==> config.mk <==
export PLATFORM = sky130hd
export DESIGN_NAME = lsu
export DESIGN_NICKNAME = d
export VERILOG_FILES = /design/src/rtl/lsu_pkg.sv /design/src/rtl/lsu_align.sv /design/src/rtl/lsu.sv
export SDC_FILE = /design/constraint.sdc
export NUM_CORES = 1
export LEC_CHECK = 0
export ABC_CLOCK_PERIOD_IN_PS = 3310
export CAP_MARGIN = 5
export CORE_MARGIN = 2
export CORE_UTILIZATION = 43
export DETAILED_ROUTE_END_ITERATION = 10
export PLACE_DENSITY = 0.8
export SYNTH_ARGS = -nofsm -noshare
export SYNTH_HDL_FRONTEND = slang
export SYNTH_SLANG_ARGS = --single-unit
==> constraint.sdc <==
create_clock -name clk -period 3.31 [get_ports clk]
set_clock_uncertainty 0.1 [all_clocks]
set_input_delay 0.331 -clock clk [delete_from_list [all_inputs] [get_ports clk]]
set_output_delay 0.331 -clock clk [all_outputs]
set_load 0.005 [all_outputs]
==> src/rtl/lsu_pkg.sv <==
// Shared constants and types for the RV32I load/store unit.
// Opcodes, funct3 codes, FSM states and an alignment helper.
package lsu_pkg;

  localparam int XLEN = 32;

  localparam logic [6:0] OPC_LOAD  = 7'b0000011;
  localparam logic [6:0] OPC_STORE = 7'b0100011;

  localparam logic [2:0] F3_B  = 3'b000;
  localparam logic [2:0] F3_H  = 3'b001;
  localparam logic [2:0] F3_W  = 3'b010;
  localparam logic [2:0] F3_BU = 3'b100;
  localparam logic [2:0] F3_HU = 3'b101;

  typedef enum logic [1:0] {
    S_IDLE,
    S_REQ,
    S_WAIT,
    S_DONE
  } lsu_state_e;

  // funct3[1:0] encodes access size for loads and stores alike.
  function automatic logic misaligned(
    input logic [2:0] f3,
    input logic [1:0] off
  );
    logic m;
    m = 1'b0;
    unique case (1'b1)
      f3[1:0] == 2'b01: m = off[0];
      f3[1:0] == 2'b10: m = |off;
      default:          m = 1'b0;
    endcase
    return m;
  endfunction

endpackage

==> src/rtl/lsu_align.sv <==
// Lane steering: store strobes/replicated data and load extract/extend.
// Ports: funct3_i, off_i, wdata_i, mem_rdata_i -> wstrb_o, wdata_o, rdata_o.
module lsu_align
  import lsu_pkg::*;
(
  input  logic [2:0]      funct3_i,
  input  logic [1:0]      off_i,
  input  logic [XLEN-1:0] wdata_i,
  input  logic [XLEN-1:0] mem_rdata_i,
  output logic [3:0]      wstrb_o,
  output logic [XLEN-1:0] wdata_o,
  output logic [XLEN-1:0] rdata_o
);

  logic [XLEN-1:0] sh;

  // Bring the addressed lane down to bit 0.
  assign sh = mem_rdata_i >> {off_i, 3'b000};

  always_comb begin
    wstrb_o = 4'b0000;
    wdata_o = '0;
    unique case (1'b1)
      funct3_i[1:0] == 2'b00: begin
        wstrb_o = 4'b0001 << off_i;
        wdata_o = {4{wdata_i[7:0]}};
      end
      funct3_i[1:0] == 2'b01: begin
        wstrb_o = 4'b0011 << off_i;
        wdata_o = {2{wdata_i[15:0]}};
      end
      funct3_i[1:0] == 2'b10: begin
        wstrb_o = 4'b1111;
        wdata_o = wdata_i;
      end
      default: begin
        wstrb_o = 4'b0000;
        wdata_o = '0;
      end
    endcase
  end

  always_comb begin
    rdata_o = '0;
    unique case (1'b1)
      funct3_i == F3_B:  rdata_o = {{24{sh[7]}}, sh[7:0]};
      funct3_i == F3_H:  rdata_o = {{16{sh[15]}}, sh[15:0]};
      funct3_i == F3_W:  rdata_o = mem_rdata_i;
      funct3_i == F3_BU: rdata_o = {24'd0, sh[7:0]};
      funct3_i == F3_HU: rdata_o = {16'd0, sh[15:0]};
      default:           rdata_o = '0;
    endcase
  end

endmodule

==> src/rtl/lsu.sv <==
// Load/store unit: core req/resp handshake to memory gnt/rvalid.
// Ports: req_*/inst/addr/wdata in, resp_*/rdata out, mem_* bus.
module lsu
  import lsu_pkg::*;
(
  input  logic            clk,
  input  logic            rst_n,
  input  logic            req_valid,
  output logic            req_ready,
  input  logic [31:0]     inst,
  input  logic [XLEN-1:0] addr,
  input  logic [XLEN-1:0] wdata,
  output logic            resp_valid,
  output logic            resp_err,
  output logic [XLEN-1:0] rdata,
  output logic            mem_req,
  output logic            mem_we,
  output logic [XLEN-1:0] mem_addr,
  output logic [3:0]      mem_wstrb,
  output logic [XLEN-1:0] mem_wdata,
  input  logic            mem_gnt,
  input  logic            mem_rvalid,
  input  logic [XLEN-1:0] mem_rdata
);

  lsu_state_e      state_q;
  logic [2:0]      f3_q;
  logic [1:0]      off_q;
  logic            mem_req_q;
  logic            mem_we_q;
  logic [XLEN-1:0] mem_addr_q;
  logic [3:0]      mem_wstrb_q;
  logic [XLEN-1:0] mem_wdata_q;
  logic            resp_valid_q;
  logic            resp_err_q;
  logic [XLEN-1:0] rdata_q;

  logic [6:0]      opc;
  logic [2:0]      f3;
  logic            is_ld;
  logic            is_st;
  logic            legal;
  logic            idle;
  logic [2:0]      al_f3;
  logic [1:0]      al_off;
  logic [3:0]      al_wstrb;
  logic [XLEN-1:0] al_wdata;
  logic [XLEN-1:0] al_rdata;
  logic            unused_inst;

  assign opc  = inst[6:0];
  assign f3   = inst[14:12];
  assign idle = (state_q == S_IDLE);

  assign unused_inst = ^{inst[31:15], inst[11:7]};

  always_comb begin
    is_ld = 1'b0;
    is_st = 1'b0;
    if (opc == OPC_LOAD)
      is_ld = f3 inside {F3_B, F3_H, F3_W, F3_BU, F3_HU};
    if (opc == OPC_STORE)
      is_st = f3 inside {F3_B, F3_H, F3_W};
  end

  assign legal = (is_ld | is_st) &
                 ~misaligned(f3, addr[1:0]);

  // Store steering uses live inputs at accept time;
  // load extraction uses the captured funct3/offset.
  assign al_f3  = idle ? f3 : f3_q;
  assign al_off = idle ? addr[1:0] : off_q;

  lsu_align u_align (
    .funct3_i    (al_f3),
    .off_i       (al_off),
    .wdata_i     (wdata),
    .mem_rdata_i (mem_rdata),
    .wstrb_o     (al_wstrb),
    .wdata_o     (al_wdata),
    .rdata_o     (al_rdata)
  );

  always_ff @(posedge clk or negedge rst_n) begin
    if (!rst_n) begin
      state_q      <= S_IDLE;
      f3_q         <= '0;
      off_q        <= '0;
      mem_req_q    <= 1'b0;
      mem_we_q     <= 1'b0;
      mem_addr_q   <= '0;
      mem_wstrb_q  <= '0;
      mem_wdata_q  <= '0;
      resp_valid_q <= 1'b0;
      resp_err_q   <= 1'b0;
      rdata_q      <= '0;
    end else begin
      unique case (state_q)
        S_IDLE: begin
          if (req_valid) begin
            f3_q  <= f3;
            off_q <= addr[1:0];
            if (legal) begin
              mem_req_q   <= 1'b1;
              mem_we_q    <= is_st;
              mem_addr_q  <= {addr[XLEN-1:2], 2'b00};
              mem_wstrb_q <= is_st ? al_wstrb : 4'b0000;
              mem_wdata_q <= is_st ? al_wdata : '0;
              state_q     <= S_REQ;
            end else begin
              resp_valid_q <= 1'b1;
              resp_err_q   <= 1'b1;
              rdata_q      <= '0;
              state_q      <= S_DONE;
            end
          end
        end
        S_REQ: begin
          if (mem_gnt) begin
            mem_req_q <= 1'b0;
            if (mem_we_q) begin
              resp_valid_q <= 1'b1;
              rdata_q      <= '0;
              state_q      <= S_DONE;
            end else begin
              state_q <= S_WAIT;
            end
          end
        end
        S_WAIT: begin
          if (mem_rvalid) begin
            resp_valid_q <= 1'b1;
            rdata_q      <= al_rdata;
            state_q      <= S_DONE;
          end
        end
        S_DONE: begin
          resp_valid_q <= 1'b0;
          resp_err_q   <= 1'b0;
          rdata_q      <= '0;
          state_q      <= S_IDLE;
        end
        default: state_q <= S_IDLE;
      endcase
    end
  end

  assign req_ready  = idle;
  assign resp_valid = resp_valid_q;
  assign resp_err   = resp_err_q;
  assign rdata      = rdata_q;
  assign mem_req    = mem_req_q;
  assign mem_we     = mem_we_q;
  assign mem_addr   = mem_addr_q;
  assign mem_wstrb  = mem_wstrb_q;
  assign mem_wdata  = mem_wdata_q;

endmodule

==> out/metrics.csv, run 1 <==
stage,metric,value,unit
power,power.internal,0.00344,W
grt,grtUsageMet3,4.55,%
power,power.total,0.00572,W
grt,grt_usage,25.1,%
critical_path,crit_path_start_kind,flip-flop,
placed_design,dpl.hpwl,13200,um
power,pwr-share-clk,18.1,%
synthesis,synthDistinctLibCells,54,
synthesis,netlist.area_leader.share,47.6,%
final_layout,final_common_cell,clkdlybuf4s50_1,
detailed_routing,drtIter0Drc,414,
power,ir_drop,0.535,mV
detailed_routing,wirelength,17900,um
grt,grt_use_met1,31.7,%
floorplan,die_w,119,um
grt,grt_max_degree,56,
critical_path,arrival,3.24,ns
sta,report.final.slew_viol_count,0,
sta,fin_hold_ws,0.383,ns
grt,grt-ovfl-total,0,
critical_path,r2r-start,state_q[0]$_DFFE_PN0P_,
power,powerDensity,686,mW/mm2
placed_design,place_area,0.00804,mm2
critical_path,cp.required,3.47,ns
clocking,clock-sinks,109,
critical_path,cp-end-kind,flip-flop,
synthesis,ys_async_sr_fraction,100,%
final_layout,drive_above_1_share,11.8,%
floorplan,dieArea,0.0143,mm2
power,p_sw_share,39.8,%
power,comb_power_share,50.8,%
synthesis,syn_inst,554,
synthesis,synth_top_cell_by_area,dfrtp_1,
sta,slew_headroom,32.1,%
synthesis,synth_area_leaders,"dfrtp_1, mux2_2, nand2_1",
min_path,min_path_type,flip-flop to flip-flop,
clocking,cts_buffer_depth,2,
sta,worst_pin_slew,1.01,ns
final_layout,final_cell_area,0.00833,mm2
power,p_leak,3.46,nW
floorplan,row_count,42,
sta,setup_viol,0,
floorplan,io_pins,238,
detailed_routing,ant_nets,0,
final_layout,antenna_cells,0,
sta,setup_tns,0,ns
critical_path,path_max_fanout,21,
min_path,worstHoldStart,mem_wstrb[1]$_DFFE_PN0P_,
floorplan,core_area,0.0131,mm2
detailed_routing,drtPass1Iterations,5,
synthesis,ys.flop_type,dfrtp_1,
grt,grt_use_met2,41.9,%
final_layout,fillerInstances,1119,
placed_design,gp_congestion,0.920,
sta,fin_crit,3.08,ns
clocking,post_cts.repair.setup_buffers,0,
sta,finalCritPeriodShare,93.0,%
final_layout,most-common-layout-cells,"clkdlybuf4s50_1, dfrtp_1, nand2_1",
grt,antenna_found_initial,0,
clocking,tritoncts,built,
synthesis,syn_area_per_cell,10.3,um2
detailed_routing,via_count,5238,
clocking,cts_root_buf,clkbuf_16,
floorplan,initial_core_util,43.6,%
run_status,outcome,"complete, no violations",
detailed_routing,drt-vias-per-instance,5.59,
power,switchingPower,0.00228,W
detailed_routing,drc,0,
clocking,htreeDepth,3,
clocking,insertion_delay,0.35,ns
critical_path,crit_start,state_q[0]$_DFFE_PN0P_,
power,pwr-share-seq,31.2,%
run,cap_viol_max_count,0,
clocking,clk_pin_slew,0.07,ns
sta,rsz0062_at_grt,false,
synthesis,yosysSeqAreaShare,47.6,%
synthesis,netlist_area,0.00573,mm2
final_layout,synthToLayoutAreaGrowth,45.5,%
grt,grt_pass1_wl,28100,um
placed_design,port_buffers,213,
placed_design,pre_cts_ws,0.309,ns
sta,hold_viol_final,0,
grt,grt_pass1_vias,5357,
synthesis,synth-edff-count,0,
grt,grt-busiest-layer,met2,
final_layout,nets,896,
floorplan,dieHeight,119,um
critical_path,critical_path_class,flip-flop to flip-flop,
detailed_routing,wl_per_cell,19.1,um
clocking,cts_buffers,9,
sta,fin_ws,0.231,ns
sta,clock.fmax,325,MHz
synthesis,yosys_warnings,0,
synthesis,synth-seq-cells,109,
[per-layer routing]
metal,share of wire (%),vias up
li1,-,2450
met2,49,212
met5,0,-
met3,5.8,44
met4,3.6,0
met1,41,2532
[path summary, 6_finish.rpt]
kind / endpoint / slack, ns / cells after the start
worst min-delay path: mem_wstrb[1]$_DFFE_PN0P_ / 0.38 / 2
min in group asynchronous: mem_wdata[25]$_DFFE_PN0P_ / 0.46 / 2
worst min register to register: mem_wstrb[1]$_DFFE_PN0P_ / 0.38 / 2
max in group asynchronous: f3_q[2]$_DFFE_PN0P_ / 1.90 / 3
worst max register to register: rdata[31]$_DFFE_PN0P_ / 0.23 / 7
worst max-delay path: rdata[31]$_DFFE_PN0P_ / 0.23 / 7
[synth_stat cells, types with 2 or more instances]
cell,instances
a32oi_1,6
buf_2,12
buf_4,5
o31ai_1,25
or2_2,2
nand2b_1,4
nor2_1,17
o211ai_1,2
mux2_1,4
ha_1,7
o32a_1,2
a21o_1,3
clkbuf_1,23
o21bai_1,2
a32oi_2,10
dfrtp_1,109
o22ai_1,10
o2bb2ai_1,13
mux2_2,31
mux2i_1,15
a21oi_1,14
inv_1,11
a2bb2oi_1,7
nand2_1,82
and2_1,2
buf_6,4
or4b_1,2
o22a_1,2
a22oi_1,33
o21ai_1,14
nor2b_1,21
a221oi_1,5
o21ai_0,34
[critical path, cell delays in order (launching register included)]
cell	delay [ns]
dfrtp_1	0.42
inv_1	0.12
ha_1	0.69
nand2b_1	0.21
o32a_1	0.25
a2111oi_2	0.47
nand2_2	0.38
a32oi_1	0.34
[power groups by stage]
stage | registers (W) | logic [W] | clock network, W
after floorplan | 0.00176 | 0.00177 | 0
after global placement | 0.00179 | 0.00281 | 0
after detailed placement | 0.00180 | 0.00287 | 0
after CTS | 0.00178 | 0.00288 | 0.00105
after global routing | 0.00181 | 0.00314 | 0.00110
final | 0.00178 | 0.00290 | 0.00103
[state kept, by name (all words and copies together) (netlist names)]
name / count
mem_req: 1
state_q: 2
f3_q: 3
resp_err: 1
mem_addr: 30
mem_wstrb: 4
rdata: 32
mem_wdata: 32
resp_valid: 1
off_q: 2
mem_we: 1
[cell families (layout without fill, tap and decap cells)]
kind of cell / after synthesis / in the layout / synth area share (%)
AOI/OAI and AO/OA: 195 / 195 / 25.6
DFF: 109 / 109 / 47.6
adders and majority gates: 7 / 7 / 1.53
buffers and inverters: 56 / 262 / 4.78
and+or+nand+nor: 136 / 136 / 10.9
other: 1 / 2 / 0.0655
muxes: 50 / 50 / 9.50
[metrics by stage]
stage,util (%),std cells
5_1_grt,63.4,937
6_report,63.4,937
3_5_place_dp,61.2,920
4_1_cts,63.4,937
3_3_place_gp,61.2,920
2_1_floorplan,-,555
[cell type report]
type	count	area, um2	share of cell area (%)
Clock buffer	9	225	2.70
Clock inverter	7	51.3	0.616
Inverter	11	41.3	0.496
Multi-Input combinational cell	390	2740	32.9
Sequential cell	109	2730	32.7
Tap cell	176	220	2.64
Timing Repair Buffer	235	2320	27.9
[what timing repair did]
action	in CTS	in global routing
hold buffers	1	0
resized for setup	0	0
endpoints found under the hold margin	54	0
No activity file was read; power rests on OpenSTA's default activity.
==> inputs of run 2 (changes only) <==
--- a/config.mk
+++ b/config.mk
@@ -9,6 +9,7 @@
 export CAP_MARGIN = 5
 export CORE_MARGIN = 2
 export CORE_UTILIZATION = 43
+export CTS_CLUSTER_DIAMETER = 40
 export DETAILED_ROUTE_END_ITERATION = 10
 export PLACE_DENSITY = 0.8
 export SYNTH_ARGS = -nofsm -noshare
==> results of run 2 <==
Final layout, timing and power as in run 1 (identical DEF).
